<file path="src/rtl/mem_arbiter.sv">
// Two-port memory arbiter: fetch (IF) and data (DM) ports share one memory bus.
// DM normally wins; a run counter lets a waiting fetch in after MAX_DM_RUN data grants.
module mem_arbiter #(
  parameter int ADDR_W     = 32,
  parameter int DATA_W     = 32,
  parameter int TIMEOUT    = 16,
  parameter int MAX_DM_RUN = 4
) (
  input  logic              CLK,
  input  logic              RST,
  input  logic              IF_REQ,
  input  logic [ADDR_W-1:0] IF_ADDR,
  output logic              IF_GNT,
  output logic              IF_DONE,
  output logic [DATA_W-1:0] IF_RDATA,
  output logic              IF_ERR,
  input  logic              DM_REQ,
  input  logic              DM_WE,
  input  logic [ADDR_W-1:0] DM_ADDR,
  input  logic [DATA_W-1:0] DM_WDATA,
  output logic              DM_GNT,
  output logic              DM_DONE,
  output logic [DATA_W-1:0] DM_RDATA,
  output logic              DM_ERR,
  output logic              MEM_REQ,
  output logic              MEM_WE,
  output logic [ADDR_W-1:0] MEM_ADDR,
  output logic [DATA_W-1:0] MEM_WDATA,
  input  logic              MEM_ACK,
  input  logic [DATA_W-1:0] MEM_RDATA
);

  // state | meaning
  // IDLE  | bus free; next edge with any request grants an owner
  // BUSY  | MEM_REQ held; waiting for MEM_ACK or timeout

  localparam int RUN_W = (MAX_DM_RUN > 0) ? $clog2(MAX_DM_RUN + 1) : 1;
  localparam int TMO_W = (TIMEOUT > 1) ? $clog2(TIMEOUT + 1) : 1;

  typedef enum logic {IDLE, BUSY} state_t;

  state_t             state;
  logic               owner_dm;
  logic [RUN_W-1:0]   run_cnt;
  logic [TMO_W-1:0]   tmo_cnt;
  logic               pick_if;
  logic               run_full;
  logic               finish;
  logic [DATA_W-1:0]  done_data;

  always_comb begin
    run_full  = (run_cnt == RUN_W'(MAX_DM_RUN));
    pick_if   = IF_REQ && (!DM_REQ || run_full);
    // ACK wins over an expiring timer on the same edge
    finish    = MEM_ACK || (tmo_cnt == TMO_W'(1));
    done_data = (MEM_ACK && !MEM_WE) ? MEM_RDATA : '0;
  end

  always_ff @(posedge CLK) begin
    if (RST) begin
      state     <= IDLE;
      owner_dm  <= 1'b0;
      run_cnt   <= '0;
      tmo_cnt   <= '0;
      IF_GNT    <= 1'b0;
      IF_DONE   <= 1'b0;
      IF_ERR    <= 1'b0;
      IF_RDATA  <= '0;
      DM_GNT    <= 1'b0;
      DM_DONE   <= 1'b0;
      DM_ERR    <= 1'b0;
      DM_RDATA  <= '0;
      MEM_REQ   <= 1'b0;
      MEM_WE    <= 1'b0;
      MEM_ADDR  <= '0;
      MEM_WDATA <= '0;
    end else begin
      IF_GNT  <= 1'b0;
      DM_GNT  <= 1'b0;
      IF_DONE <= 1'b0;
      DM_DONE <= 1'b0;
      IF_ERR  <= 1'b0;
      DM_ERR  <= 1'b0;
      case (state)
        IDLE: begin
          if (IF_REQ || DM_REQ) begin
            state   <= BUSY;
            MEM_REQ <= 1'b1;
            tmo_cnt <= TMO_W'(TIMEOUT);
            if (pick_if) begin
              owner_dm  <= 1'b0;
              IF_GNT    <= 1'b1;
              MEM_ADDR  <= IF_ADDR;
              MEM_WE    <= 1'b0;
              MEM_WDATA <= '0;
              run_cnt   <= '0;
            end else begin
              owner_dm  <= 1'b1;
              DM_GNT    <= 1'b1;
              MEM_ADDR  <= DM_ADDR;
              MEM_WE    <= DM_WE;
              MEM_WDATA <= DM_WDATA;
              if (!IF_REQ)
                run_cnt <= '0;
              else if (!run_full)
                run_cnt <= run_cnt + RUN_W'(1);
            end
          end
        end
        BUSY: begin
          if (finish) begin
            state   <= IDLE;
            MEM_REQ <= 1'b0;
            if (owner_dm) begin
              DM_DONE  <= 1'b1;
              DM_ERR   <= !MEM_ACK;
              DM_RDATA <= done_data;
            end else begin
              IF_DONE  <= 1'b1;
              IF_ERR   <= !MEM_ACK;
              IF_RDATA <= done_data;
            end
          end else begin
            tmo_cnt <= tmo_cnt - TMO_W'(1);
          end
        end
        default: state <= IDLE;
      endcase
    end
  end

endmodule

</file>
<file path="config.mk">
export PLATFORM = sky130hd
export DESIGN_NAME = mem_arbiter
export DESIGN_NICKNAME = d
export VERILOG_FILES = /design/src/rtl/mem_arbiter.sv
export SDC_FILE = /design/constraint.sdc
export NUM_CORES = 1
export LEC_CHECK = 0
export ABC_AREA = 1
export BUFFER_PORTS_ARGS = -buffer_cell sky130_fd_sc_hd__buf_2
export CELL_PAD_IN_SITES_DETAIL_PLACEMENT = 1
export CELL_PAD_IN_SITES_GLOBAL_PLACEMENT = 2
export CORE_MARGIN = 2
export CORE_UTILIZATION = 26
export CTS_BUF_LIST = sky130_fd_sc_hd__clkbuf_4
export DETAILED_ROUTE_END_ITERATION = 8
export GPL_TIMING_DRIVEN = 0
export PLACE_DENSITY_LB_ADDON = 0.1
export SLEW_MARGIN = 20
export SYNTH_ARGS = -nofsm -noshare
export SYNTH_HDL_FRONTEND = slang
export SYNTH_SLANG_ARGS = --single-unit
</file>
<file path="constraint.sdc">
create_clock -name CLK -period 1.8 [get_ports CLK]
set_input_delay 0.18 -clock CLK [delete_from_list [all_inputs] [get_ports CLK]]
set_output_delay 0.18 -clock CLK [all_outputs]
set_load 0.02 [all_outputs]
</file>
* Word level (Yosys, flattened, before mapping)
Cells that the tools add are included.
Word-level totals: register bits 146
Operators by class: $add $sub $neg 2, eq/ne operators 6, muxes and demuxes 20, bitwise logic cells 4, reduce and logical (&&, ||, !) cells 18
Operators with widths (count):
- two-way mux 32 bit | 3
- two-way mux 5 bit | 2
- one-hot mux 5 bit (2 select lines) | 1
- two-way mux 1 bit | 9
- two-way mux 3 bit | 3
- AND reduction 3 bit | 3
- OR reduction 4 bit | 2
- AND reduction 2 bit | 3
- OR reduction 3 bit | 2
- == test 5 x 1 -> 1 bit, second input constant | 1
- subtractor 5 x 1 -> 5 bit, second input constant | 1
- != test 2 bit, second input constant | 2
- NOT 1 bit | 4
- one-hot mux 1 bit (2 select lines) | 2
- adder 3 x 1 -> 3 bit, second input constant | 1
- == test 3 bit, second input constant | 1
- logical NOT 1 bit | 3
- logical OR 1 bit | 3
- != test 3 bit, second input constant | 1
- logical AND 1 bit | 2
- != test 2 x 1 -> 1 bit, second input constant | 1

* Logic depth before layout (Yosys ltp)
Gate-level depths: netlist (run 1).
word-level depth 5, mapped depth 11, mapped depth without buffers 11

* Worst setup path after synthesis (run 1)
Ideal clock, no wire load.
path kind register to register, start reg tmo_cnt[1], end reg DM_RDATA[22], arrival 1.307 ns, required time 1.684 ns, path slack 0.377 ns, stages on the path, launching flop included 11, path buffers 1, clock period less this slack 1.423 ns, path through dfxtp_1 inv_1 ha_1 inv_1 nor2_1 nand2_4 nand2_4 nand2_4 buf_2 o21ai_0 nor2_1
On the way: cells in the longest elaborated chain, start to end 3
RTL lines:
- from (decl) | RTL line 45 | logic [TMO_W-1:0] tmo_cnt;
- from (signal assigned) | RTL line 89 | tmo_cnt <= TMO_W'(TIMEOUT);
- from (signal assigned) | RTL line 124 | tmo_cnt <= tmo_cnt - TMO_W'(1);
- == test 5 x 1 -> 1 bit | RTL line 55 | finish = MEM_ACK || (tmo_cnt == TMO_W'(1));
- logical OR 1 bit | RTL line 55
- AND reduction 3 bit (no line)
- to (signal assigned) | RTL line 117 | DM_RDATA <= done_data;
- to (decl) | RTL line 23 | output logic [DATA_W-1:0] DM_RDATA,
No other way between the ends. A chain may end at the register's enable or synchronous reset.

* Worst setup path in the final report (run 1)
start reg tmo_cnt[1], end reg IF_RDATA[29]
On the way: cells in the longest elaborated chain, start to end 3
RTL lines:
- == test 5 x 1 -> 1 bit | RTL line 55
- logical OR 1 bit | RTL line 55
- AND reduction 3 bit (no line)
- to (signal assigned) | RTL line 121 | IF_RDATA <= done_data;
- to (decl) | RTL line 15 | output logic [DATA_W-1:0] IF_RDATA,
No other way between the ends.

==> results of run 1 <==
==> worst max-delay path: stages (launching register included) <==
cell and delay, ps:
sky130_fd_sc_hd__dfxtp_1 330, sky130_fd_sc_hd__inv_1 110, sky130_fd_sc_hd__ha_1 160, sky130_fd_sc_hd__inv_1 40, sky130_fd_sc_hd__nor2_2 110, sky130_fd_sc_hd__nand2_4 90, sky130_fd_sc_hd__nand2_4 140, sky130_fd_sc_hd__nand2_2 150
sky130_fd_sc_hd__clkbuf_4 240, sky130_fd_sc_hd__nand2_1 90, sky130_fd_sc_hd__a21oi_2 50
==> per-layer routing <==
metal | vias up | track usage
met5 | - | 0
met4 | 0 | 0.05854
met3 | 28 | 0.04763
met2 | 164 | 0.3197
met1 | 3045 | 0.2230
li1 | 3303 | -
==> power by group <==
part           switching [mW]  internal, mW
sequential             0.0940          3.41
clock                    1.29         0.994
combinational           0.937         0.677
total                    2.32          5.08
==> kinds of logic after synthesis <==
group           synth area share
flops                     0.4839
simple gates              0.2958
compound gates            0.1245
xor+xnor                0.002901
buf+inv                  0.08453
fa+ha+maj               0.008287
==> final cells by class <==
class | count | area share
diodes | 1 | 0.0002668
clock inverters | 13 | 0.01708
clock buffers | 19 | 0.01521
inverters | 52 | 0.02081
multi-input cells | 522 | 0.2785
plain buffers | 50 | 0.03536
well taps | 285 | 0.03803
repair buffers | 399 | 0.2829
flip-flops and latches | 146 | 0.3119
==> placed cells by master, fill, tap and decap left out, types with 3 or more instances in the layout <==
cell                            instances
sky130_fd_sc_hd__inv_1                 46
sky130_fd_sc_hd__buf_6                  5
sky130_fd_sc_hd__nand3_1               46
sky130_fd_sc_hd__nor2_4                32
sky130_fd_sc_hd__clkbuf_1              13
sky130_fd_sc_hd__dlygate4sd3_1        129
sky130_fd_sc_hd__nor3_1                31
sky130_fd_sc_hd__o21ai_0               35
sky130_fd_sc_hd__inv_2                  5
sky130_fd_sc_hd__clkbuf_4              23
sky130_fd_sc_hd__buf_4                  6
sky130_fd_sc_hd__buf_12                 3
sky130_fd_sc_hd__ha_1                   4
sky130_fd_sc_hd__a21oi_2               12
sky130_fd_sc_hd__nand2_1              160
sky130_fd_sc_hd__o21ai_1               12
sky130_fd_sc_hd__bufinv_16              3
sky130_fd_sc_hd__nand2_4                3
sky130_fd_sc_hd__dfxtp_1              144
sky130_fd_sc_hd__nand2_2                3
sky130_fd_sc_hd__clkinvlp_4             4
sky130_fd_sc_hd__buf_2                287
sky130_fd_sc_hd__nor2_1                98
sky130_fd_sc_hd__a21oi_1               79
==> state kept, by name, indices dropped and copies added, names as in the netlist <==
name       count
MEM_WE         1
MEM_WDATA     32
DM_ERR         1
IF_DONE        1
tmo_cnt        5
MEM_ADDR      32
owner_dm       1
run_cnt        3
MEM_REQ        1
DM_GNT         1
IF_GNT         1
DM_RDATA      32
DM_DONE        1
state          1
IF_RDATA      32
IF_ERR         1
==> stage by stage <==
step / area (µm²) / util / setup slack (ps) / std cells
floorplan: 6040 / - / 376.7 / 770
global placement: 7737 / 0.3407 / 145.8 / 1323
detailed placement: 7737 / 0.3407 / 112.3 / 1323
CTS: 9341 / 0.4114 / 22.54 / 1485
global route: 9378 / 0.4129 / 21.69 / 1487
finish: 9378 / 0.4129 / 165.8 / 1487
==> worst max-delay path by stage <==
stage / to / startpoint / slack [ps]
after floorplan: DM_RDATA[22]$_SDFFE_PP0P_ / tmo_cnt[1]$_SDFFE_PP0P_ / 380
after global placement: IF_RDATA[17]$_SDFFE_PP0P_ / tmo_cnt[1]$_SDFFE_PP0P_ / 150
after detailed placement: IF_RDATA[16]$_SDFFE_PP0P_ / tmo_cnt[1]$_SDFFE_PP0P_ / 110
after CTS: MEM_ADDR[31]$_SDFFE_PP0P_ / run_cnt[0]$_SDFFE_PP0P_ / 20
after global routing: MEM_ADDR[14]$_SDFFE_PP0P_ / run_cnt[0]$_SDFFE_PP0P_ / 20
final: IF_RDATA[29]$_SDFFE_PP0P_ / tmo_cnt[1]$_SDFFE_PP0P_ / 170
==> what timing repair did <==
item	CTS	global route
gates resized for setup	0	13
buffers inserted	0	1
setup endpoints to repair	0	55
hold endpoints to repair	127	0
hold buffers	130	0
==> results_tabular.tex, run 1 <==
\begin{tabular}{lr}
\hline
Metric & Value \\
\hline
\multicolumn{2}{l}{\textbf{Routing}} \\
Met2 wire len & 10890 µm \\
Count of vias placed by the detailed router & 6540 \\
Routed vias/inst & 4.398 \\
Top sig layer & met4 \\
Detailed-route DRC error count & 0 \\
Overall routed net length & 22530 µm \\
DRC marker count from the first detailed-route iteration & 178 \\
Length of routed wiring on met1 & 9987 µm \\
Number of antenna-violating nets in the routed design & 0 \\
Wire length on met3 & 1228 µm \\
Number of optimization iterations in the first detailed-route pass & 4 \\
Routed wire per std cell & 15.15 µm \\
\multicolumn{2}{l}{\textbf{Power}} \\
Total power & 7.403 mW \\
Worst supply voltage drop on vdd & 0.0003061 V \\
P per Cell Area & 789.4 mW/mm² \\
Leakage dissipation & 4.337 nW \\
\multicolumn{2}{l}{\textbf{Placement}} \\
Routability congestion estimate from global placement & 0.7282 \\
HPWL after detailed placement & 15940 µm \\
Input/output buffers & 268 \\
\multicolumn{2}{l}{\textbf{Yosys}} \\
Most frequent cell after synthesis & sky130\_fd\_sc\_hd\_\_nand2\_1 \\
Post-Synthesis Cell Area & 0.006040 mm² \\
Number of cells produced by synthesis & 770 \\
Post-synthesis sequential area ratio & 0.4839 \\
Share of synthesized flip-flops with an asynchronous set or reset & 0 \\
Library cell with the largest summed area after synthesis & sky130\_fd\_sc\_hd\_\_dfxtp\_1 \\
Avg Inst Size Synth & 7.844 µm² \\
Cell types with the highest counts after synthesis & sky130\_fd\_sc\_hd\_\_nand2\_1 (161), sky130\_fd\_sc\_hd\_\_dfxtp\_1 (146), sky130\_fd\_sc\_hd\_\_nor2\_1 (99) \\
Count of unique library cells instantiated by Yosys & 28 \\
Synth area leaders & sky130\_fd\_sc\_hd\_\_dfxtp\_1 (48\%), sky130\_fd\_sc\_hd\_\_nand2\_1 (10\%), sky130\_fd\_sc\_hd\_\_a21oi\_1 (6.5\%), sky130\_fd\_sc\_hd\_\_nor2\_1 (6.2\%), sky130\_fd\_sc\_hd\_\_nor2\_4 (6.0\%) \\
EDFF count, synth & 0 \\
Post-synth top area share & 0.4839 \\
Number of synthesized register bits & 146 \\
Net Count, Synth & 908 \\
Yosys warns & 0 \\
Flip-flop cell with the highest count after synthesis & sky130\_fd\_sc\_hd\_\_dfxtp\_1 \\
\multicolumn{2}{l}{\textbf{Floorplan}} \\
Horizontal die dimension & 156.4 µm \\
Area of the core & 0.02271 mm² \\
Number of placement rows & 55 \\
Die outline height & 156.4 µm \\
Number of top-level pins & 270 \\
Total die area & 0.02446 mm² \\
Initial core utilization & 0.2660 \\
\multicolumn{2}{l}{\textbf{Clock tree}} \\
CTS clk-pin slew, worst paths & 120 ps \\
Worst-Skew Late Latency & 530 ps \\
CTS buffer count & 17 \\
Clock root buffer master & sky130\_fd\_sc\_hd\_\_clkbuf\_4 \\
Clock tree from TritonCTS & done \\
Buffer levels on the longest clock path & 2 \\
Number of sinks on the clock net & 146 \\
Number of levels in the clock H-tree & 4 \\
\multicolumn{2}{l}{\textbf{Worst setup path}} \\
Critical path capture point type & flop \\
Data required time of the worst path & 2200 ps \\
Reg-to-Reg Start & tmo\_cnt[1]\$\_SDFFE\_PP0P\_ \\
Crit-path max FO & 10 \\
Worst r2r dst & IF\_RDATA[29]\$\_SDFFE\_PP0P\_ \\
Count of cells along the worst register-to-register path & 10 \\
Worst R2R Setup Slack & 170 ps \\
Critical path arrival & 2030 ps \\
Worst Path Class, Setup & reg2reg \\
Worst setup SP type & flop \\
\multicolumn{2}{l}{\textbf{Timing}} \\
Top achievable clock speed & 611.9 MHz \\
Worst rel slew slack & 0.5571 \\
Final critical delay including setup and external delays & 1634 ps \\
Setup repair after global routing missed its margin & false \\
Tightest Pin Transition & 664.4 ps \\
Accumulated negative setup slack & 0 ps \\
Final Max Slew Viols & 0 \\
Final setup violation count & 0 \\
Final Cycle Share & 0.9079 \\
Final worst clock skew & 16.47 ps \\
Worst hold slack after final layout & 79.90 ps \\
Final hold viol count & 0 \\
\multicolumn{2}{l}{\textbf{Global route}} \\
Via count of the first global-routing pass & 6761 \\
Total global routing track utilization & 0.1844 \\
Global-route wire length before repair & 35280 µm \\
Pin count of the biggest net entering global routing & 17 \\
Remaining global-route overflow & 0 \\
Antenna violations before repair & 1 \\
\multicolumn{2}{l}{\textbf{Hold path}} \\
Hold\_sp & MEM\_RDATA[8] \\
Endpoint of the worst hold path & IF\_RDATA[8]\$\_SDFFE\_PP0P\_ \\
Class of the worst hold path & in2reg \\
Cell count of the worst hold path & 5 \\
\multicolumn{2}{l}{\textbf{Cells and area}} \\
Final-layout fill cell count & 2866 \\
Share of cells above drive strength 1 & 0.3297 \\
Area of the multi-input gates & 0.002611 mm² \\
Final nets & 1326 \\
Area added between synthesis and finish & 55.27\% \\
FF/Latch Area & 0.002925 mm² \\
\multicolumn{2}{l}{\textbf{Run}} \\
Max capacitance violation total & 0 \\
\multicolumn{2}{l}{\textbf{Outcome}} \\
Status & complete, no violations \\
\hline
\end{tabular}
(Power assumes the default switching activity.)
==> run 2, diff against run 1 <==
Settings changed: CORE_UTILIZATION 26 to 25, CTS_BUF_LIST sky130_fd_sc_hd__clkbuf_4 to not set, CTS_CLUSTER_SIZE set to 20.
==> results_tabular.tex, run 2 (synthesis gave the netlist of run 1 again) <==
\begin{tabular}{lr}
\hline
Metric & Value \\
\hline
\multicolumn{2}{l}{\textbf{Outcome}} \\
Status & complete, no violations \\
\multicolumn{2}{l}{\textbf{Global route}} \\
Remaining global-route overflow & 0 \\
Via count of the first global-routing pass & 6493 \\
Global-route wire length before repair & 34420 µm \\
Pin count of the biggest net entering global routing & 17 \\
Antenna violations before repair & 1 \\
Total global routing track utilization & 0.1705 \\
\multicolumn{2}{l}{\textbf{Cells and area}} \\
Area added between synthesis and finish & 44.50\% \\
Fin util & 0.3696 \\
Most common cell after layout, fill and taps aside & sky130\_fd\_sc\_hd\_\_buf\_2 \\
Ant diodes & 0 \\
Count of placed standard cells in the final layout, fillers left out & 1425 \\
Share of cells above drive strength 1 & 0.3544 \\
Final-layout fill cell count & 2997 \\
Most frequent cells in the layout & sky130\_fd\_sc\_hd\_\_buf\_2 (285), sky130\_fd\_sc\_hd\_\_nand2\_1 (161), sky130\_fd\_sc\_hd\_\_dfxtp\_1 (146) \\
Area of all placed cells without fillers & 0.008727 mm² \\
Final nets & 1231 \\
\multicolumn{2}{l}{\textbf{Clock tree}} \\
CTS clk-pin slew, worst paths & 70 ps \\
Number of levels in the clock H-tree & 4 \\
Clock root buffer master & sky130\_fd\_sc\_hd\_\_clkbuf\_16 \\
Total setup buffers inserted after CTS & 0 \\
Number of sinks on the clock net & 146 \\
Worst-Skew Late Latency & 420 ps \\
CTS buffer count & 17 \\
Buffer levels on the longest clock path & 2 \\
Clock tree from TritonCTS & done \\
\multicolumn{2}{l}{\textbf{Power}} \\
Internal power & 5.896 mW \\
P\_sw & 2.572 mW \\
Portion of total power attributed to combinational logic & 0.170 \\
Part of the total power dissipated in sequential elements & 0.414 \\
Worst supply voltage drop on vdd & 0.0004610 V \\
Switching portion of total power & 0.3037 \\
Leakage dissipation & 4.059 nW \\
Total power & 8.468 mW \\
Clk network pwr share & 0.416 \\
P per Cell Area & 970.3 mW/mm² \\
\multicolumn{2}{l}{\textbf{Worst setup path}} \\
Critical path arrival & 1910 ps \\
Worst Path Class, Setup & reg2reg \\
Data required time of the worst path & 2080 ps \\
Crit-path max FO & 10 \\
Standard cell with the maximum stage delay on the critical path & sky130\_fd\_sc\_hd\_\_dfxtp\_1 \\
Cell Chain, Critical Path & inv\_1 -> ha\_1 -> inv\_1 -> nor2\_1 -> nand2\_4 -> nand2\_4 -> nand2\_2 -> buf\_4 -> nand2\_1 -> a21oi\_2 \\
Worst setup SP type & flop \\
Critical path capture point type & flop \\
Peak per-stage delay on the critical path & 320 ps \\
\multicolumn{2}{l}{\textbf{Floorplan}} \\
Number of placement rows & 56 \\
Initial core utilization & 0.2558 \\
Horizontal die dimension & 159.4 µm \\
Total die area & 0.02542 mm² \\
Number of top-level pins & 270 \\
Area of the core & 0.02361 mm² \\
Die outline height & 159.4 µm \\
\multicolumn{2}{l}{\textbf{Routing}} \\
Detailed-route DRC error count & 0 \\
Number of antenna-violating nets in the routed design & 0 \\
Count of vias placed by the detailed router & 6113 \\
DRC marker count from the first detailed-route iteration & 143 \\
Number of optimization iterations in the first detailed-route pass & 4 \\
Routed wire per std cell & 15.24 µm \\
Overall routed net length & 21710 µm \\
Routed vias/inst & 4.290 \\
\multicolumn{2}{l}{\textbf{Timing}} \\
Final hold viol count & 0 \\
Worst rel slew slack & 0.5467 \\
Final Cycle Share & 0.9054 \\
Final critical delay including setup and external delays & 1630 ps \\
Tightest Pin Transition & 680.0 ps \\
Final setup slack of the worst path & 170.2 ps \\
Final Max Slew Viols & 0 \\
Final worst clock skew & 12.40 ps \\
Top achievable clock speed & 613.6 MHz \\
Final setup violation count & 0 \\
\multicolumn{2}{l}{\textbf{Placement}} \\
Input/output buffers & 268 \\
Area of placed instances & 0.007780 mm² \\
Routability congestion estimate from global placement & 0.7379 \\
\# placed instances & 1357 \\
Post-Place Setup Slack & 124.8 ps \\
HPWL after detailed placement & 16340 µm \\
\multicolumn{2}{l}{\textbf{Run}} \\
Max capacitance violation total & 0 \\
\multicolumn{2}{l}{\textbf{Hold path}} \\
Class of the worst hold path & in2reg \\
\hline
\end{tabular}
[run 2: changes by cell type in the layout (fill, tap and decap cells not counted), moves of 2 or more]
cell,previous run,this run
sky130_fd_sc_hd__buf_2,287,285
sky130_fd_sc_hd__buf_4,6,9
sky130_fd_sc_hd__bufinv_16,3,1
sky130_fd_sc_hd__clkbuf_16,0,17
sky130_fd_sc_hd__clkbuf_4,23,3
sky130_fd_sc_hd__dfxtp_1,144,146
sky130_fd_sc_hd__dfxtp_2,2,0
sky130_fd_sc_hd__dlygate4sd3_1,129,36
sky130_fd_sc_hd__inv_6,2,8
[run 2: repair_timing]
| item | in CTS | in global routing |
|---|---|---|
| setup endpoints to repair | 0 | 20 |
| hold buffers | 36 | 0 |
| endpoints found under the hold margin | 36 | 0 |
| resized for setup | 0 | 13 |
[run 2: cell type report]
| class | count | area (µm²) | share of cell area |
|---|---|---|---|
| Clock inverter | 15 | 143.9 | 0.01649 |
| Inverter | 52 | 195.2 | 0.02237 |
| Sequential cell | 146 | 2923 | 0.3349 |
| Multi-Input combinational cell | 522 | 2606 | 0.2986 |
| Tap cell | 319 | 399.1 | 0.04573 |
| Buffer | 50 | 332.8 | 0.03814 |
| Timing Repair Buffer | 304 | 1702 | 0.1950 |
| Clock buffer | 17 | 425.4 | 0.04875 |
[run 2: worst paths after layout]
check                                  from                        end  slack (ps)  depth (start not counted)
hold reg to reg   MEM_WDATA[2]$_SDFFE_PP0P_  MEM_WDATA[2]$_SDFFE_PP0P_         460                          2
setup / recovery    tmo_cnt[1]$_SDFFE_PP0P_  IF_RDATA[19]$_SDFFE_PP0P_         170                         10
setup reg to reg    tmo_cnt[1]$_SDFFE_PP0P_  IF_RDATA[19]$_SDFFE_PP0P_         170                         10
hold / removal                  DM_WDATA[5]  MEM_WDATA[5]$_SDFFE_PP0P_          20                          3
[run 2: metrics by stage]
stage / TNS (ps) / hold slack [ps]
floorplan: 0 / 283.1
detailed placement: 0 / 385.6
finish: 0 / 16.71
global route: -84.79 / 17.30
global placement: 0 / 391.0
CTS: 0 / 2.006
[run 2: power by group through the flow]
stage	Sequential, mW	Clock [mW]	Combinational, mW
after floorplan	3.78	0	0.650
after detailed placement	3.58	0	1.40
final	3.50	3.52	1.44
after global routing	3.53	3.78	1.60
after global placement	3.57	0	1.40
after CTS	3.51	3.66	1.47
[run 2: metal layers]
layer  GRT usage  wire, µm  up-vias
met5           0        13        -
met4     0.04628       328        2
met3     0.05053      1213       21
met2      0.2919     10390      141
met1      0.2086      9762     2832
li1            -         -     3117
[run 2: critical path, delay by kind of cell, from the launching register on]
family	cells	cell delay [ps]
adder cells (fa/ha/maj)	1	150
buffers and inverters	3	360
AO/OA/AOI/OAI	1	50
AND/OR/NAND/NOR	5	610
flip-flops	1	320
==> run 3, diff against run 2 <==
Settings changed: HOLD_SLACK_MARGIN set to 0.1.
==> results_tabular.tex, run 3 (synthesis gave the netlist of run 1 again) <==
\begin{tabular}{lr}
\hline
Metric & Value \\
\hline
\multicolumn{2}{l}{\textbf{Outcome}} \\
Status & complete, no violations \\
\multicolumn{2}{l}{\textbf{Power}} \\
Clk network pwr share & 0.410 \\
Portion of total power attributed to combinational logic & 0.182 \\
Leakage dissipation & 4.323 nW \\
Worst supply voltage drop on vdd & 0.0004618 V \\
Part of the total power dissipated in sequential elements & 0.408 \\
Switching portion of total power & 0.3034 \\
P per Cell Area & 917.5 mW/mm² \\
Internal power & 5.986 mW \\
P\_sw & 2.607 mW \\
\multicolumn{2}{l}{\textbf{Cells and area}} \\
Area added between synthesis and finish & 55.07\% \\
Ant diodes & 0 \\
Most common cell after layout, fill and taps aside & sky130\_fd\_sc\_hd\_\_buf\_2 \\
Final-layout fill cell count & 2991 \\
Most frequent cells in the layout & sky130\_fd\_sc\_hd\_\_buf\_2 (288), sky130\_fd\_sc\_hd\_\_nand2\_1 (160), sky130\_fd\_sc\_hd\_\_dfxtp\_1 (144) \\
Share of cells above drive strength 1 & 0.3393 \\
Final nets & 1295 \\
\multicolumn{2}{l}{\textbf{Worst setup path}} \\
Data required time of the worst path & 2070 ps \\
Worst R2R Setup Slack & 170 ps \\
Bufs and invs on worst path & 3 \\
Critical path arrival & 1900 ps \\
Critical path capture point type & flop \\
Worst setup SP type & flop \\
Worst Path Class, Setup & reg2reg \\
Cell Chain, Critical Path & inv\_1 -> ha\_1 -> inv\_1 -> nor2\_1 -> nand2\_4 -> nand2\_4 -> nand2\_2 -> buf\_4 -> nand2\_1 -> a21oi\_2 \\
Cell class contributing the biggest share of worst-path delay & simple AND/OR/NAND/NOR gates \\
Peak per-stage delay on the critical path & 320 ps \\
Standard cell with the maximum stage delay on the critical path & sky130\_fd\_sc\_hd\_\_dfxtp\_1 \\
Crit-path max FO & 10 \\
\multicolumn{2}{l}{\textbf{Placement}} \\
HPWL after detailed placement & 16340 µm \\
Routability congestion estimate from global placement & 0.7379 \\
Input/output buffers & 268 \\
\multicolumn{2}{l}{\textbf{Clock tree}} \\
Worst-Skew Late Latency & 430 ps \\
CTS clk-pin slew, worst paths & 60 ps \\
Number of sinks on the clock net & 146 \\
Clock tree from TritonCTS & done \\
Number of levels in the clock H-tree & 4 \\
Buffer levels on the longest clock path & 2 \\
Clock root buffer master & sky130\_fd\_sc\_hd\_\_clkbuf\_16 \\
CTS buffer count & 17 \\
\multicolumn{2}{l}{\textbf{Floorplan}} \\
Area of the core & 0.02361 mm² \\
Initial core utilization & 0.2558 \\
Die outline height & 159.4 µm \\
Horizontal die dimension & 159.4 µm \\
Total die area & 0.02542 mm² \\
Number of top-level pins & 270 \\
Number of placement rows & 56 \\
\multicolumn{2}{l}{\textbf{Timing}} \\
Final Max Slew Viols & 0 \\
Final Cycle Share & 0.9055 \\
Setup repair after global routing missed its margin & true \\
Worst hold slack after final layout & 124.5 ps \\
Final worst clock skew & 14.87 ps \\
Worst rel slew slack & 0.5443 \\
Tightest Pin Transition & 683.6 ps \\
Final critical delay including setup and external delays & 1630 ps \\
Final setup violation count & 0 \\
Top achievable clock speed & 613.6 MHz \\
Accumulated negative setup slack & 0 ps \\
Final hold viol count & 0 \\
\multicolumn{2}{l}{\textbf{Routing}} \\
Routed wire per std cell & 15.22 µm \\
Number of antenna-violating nets in the routed design & 0 \\
Detailed-route DRC error count & 0 \\
Number of optimization iterations in the first detailed-route pass & 4 \\
DRC marker count from the first detailed-route iteration & 137 \\
Count of vias placed by the detailed router & 6432 \\
Overall routed net length & 22660 µm \\
Routed vias/inst & 4.320 \\
\multicolumn{2}{l}{\textbf{Run}} \\
Max capacitance violation total & 0 \\
\multicolumn{2}{l}{\textbf{Global route}} \\
Total global routing track utilization & 0.1773 \\
Pin count of the biggest net entering global routing & 17 \\
Via count of the first global-routing pass & 6938 \\
Antenna violations before repair & 1 \\
Remaining global-route overflow & 0 \\
Global-route wire length before repair & 35960 µm \\
\multicolumn{2}{l}{\textbf{Hold path}} \\
Class of the worst hold path & in2reg \\
\hline
\end{tabular}
## run 3: stage by stage
| stage | util | cells | power, mW | worst slack, ps | cell area [µm²] |
|---|---|---|---|---|---|
| finish | 0.3966 | 1489 | 8.593 | 170.2 | 9365 |
| global route | 0.3966 | 1489 | 9.020 | 0.06484 | 9365 |
| global placement | 0.3295 | 1357 | 4.975 | 146.5 | 7780 |
| floorplan | - | 770 | 4.425 | 376.7 | 6040 |
| detailed placement | 0.3295 | 1357 | 4.981 | 124.8 | 7780 |
| CTS | 0.3960 | 1489 | 8.748 | 21.72 | 9350 |
## run 3: final timing paths
path                        startpoint                   endpoint  cells after the start
max            tmo_cnt[1]$_SDFFE_PP0P_  IF_RDATA[19]$_SDFFE_PP0P_                     10
min                        DM_ADDR[31]  MEM_ADDR[31]$_SDFFE_PP0P_                      5
max reg2reg    tmo_cnt[1]$_SDFFE_PP0P_  IF_RDATA[19]$_SDFFE_PP0P_                     10
min reg2reg  MEM_WDATA[2]$_SDFFE_PP0P_  MEM_WDATA[2]$_SDFFE_PP0P_                      2
## run 3: repair_timing
action	in CTS	in global routing
resized for setup	0	12
setup endpoints to repair	0	33
hold endpoints to repair	71	0
setup buffers	0	1
hold buffers	100	0
## run 3: worst register-to-register path, stage by stage (launching register included)
cell                      delay (ps)
sky130_fd_sc_hd__dfxtp_1         320
sky130_fd_sc_hd__inv_1           110
sky130_fd_sc_hd__ha_1            150
sky130_fd_sc_hd__inv_1            40
sky130_fd_sc_hd__nor2_1          150
sky130_fd_sc_hd__nand2_4          90
sky130_fd_sc_hd__nand2_4         150
sky130_fd_sc_hd__nand2_2         140
sky130_fd_sc_hd__buf_4           210
sky130_fd_sc_hd__nand2_1          90
sky130_fd_sc_hd__a21oi_2          50
## run 3: layout make-up
cell class / count / area, µm² / area share
Clock buffer: 17 / 425.4 / 0.04542
Tap cell: 319 / 399.1 / 0.04262
Inverter: 52 / 195.2 / 0.02084
Multi-Input combinational cell: 522 / 2611 / 0.2788
Timing Repair Buffer: 368 / 2340 / 0.2498
Clock inverter: 15 / 143.9 / 0.01536
Sequential cell: 146 / 2925 / 0.3124
Buffer: 50 / 325.3 / 0.03474
## run 3: power by group through the flow
stage	registers (mW)	logic, mW	clock network, mW
2_1_floorplan	3.78	0.650	0
3_3_place_gp	3.57	1.40	0
3_5_place_dp	3.58	1.40	0
4_1_cts	3.51	1.58	3.66
5_1_grt	3.53	1.72	3.77
6_report	3.51	1.56	3.52
## run 3: routing by layer
metal  part of all wire  vias to the layer above  track usage
li1                   -                     3247            -
met4              0.019                        2      0.05372
met1               0.44                     3001       0.2135
met5            0.00057                        -            0
met3              0.053                       26      0.04923
met2               0.48                      156       0.3073
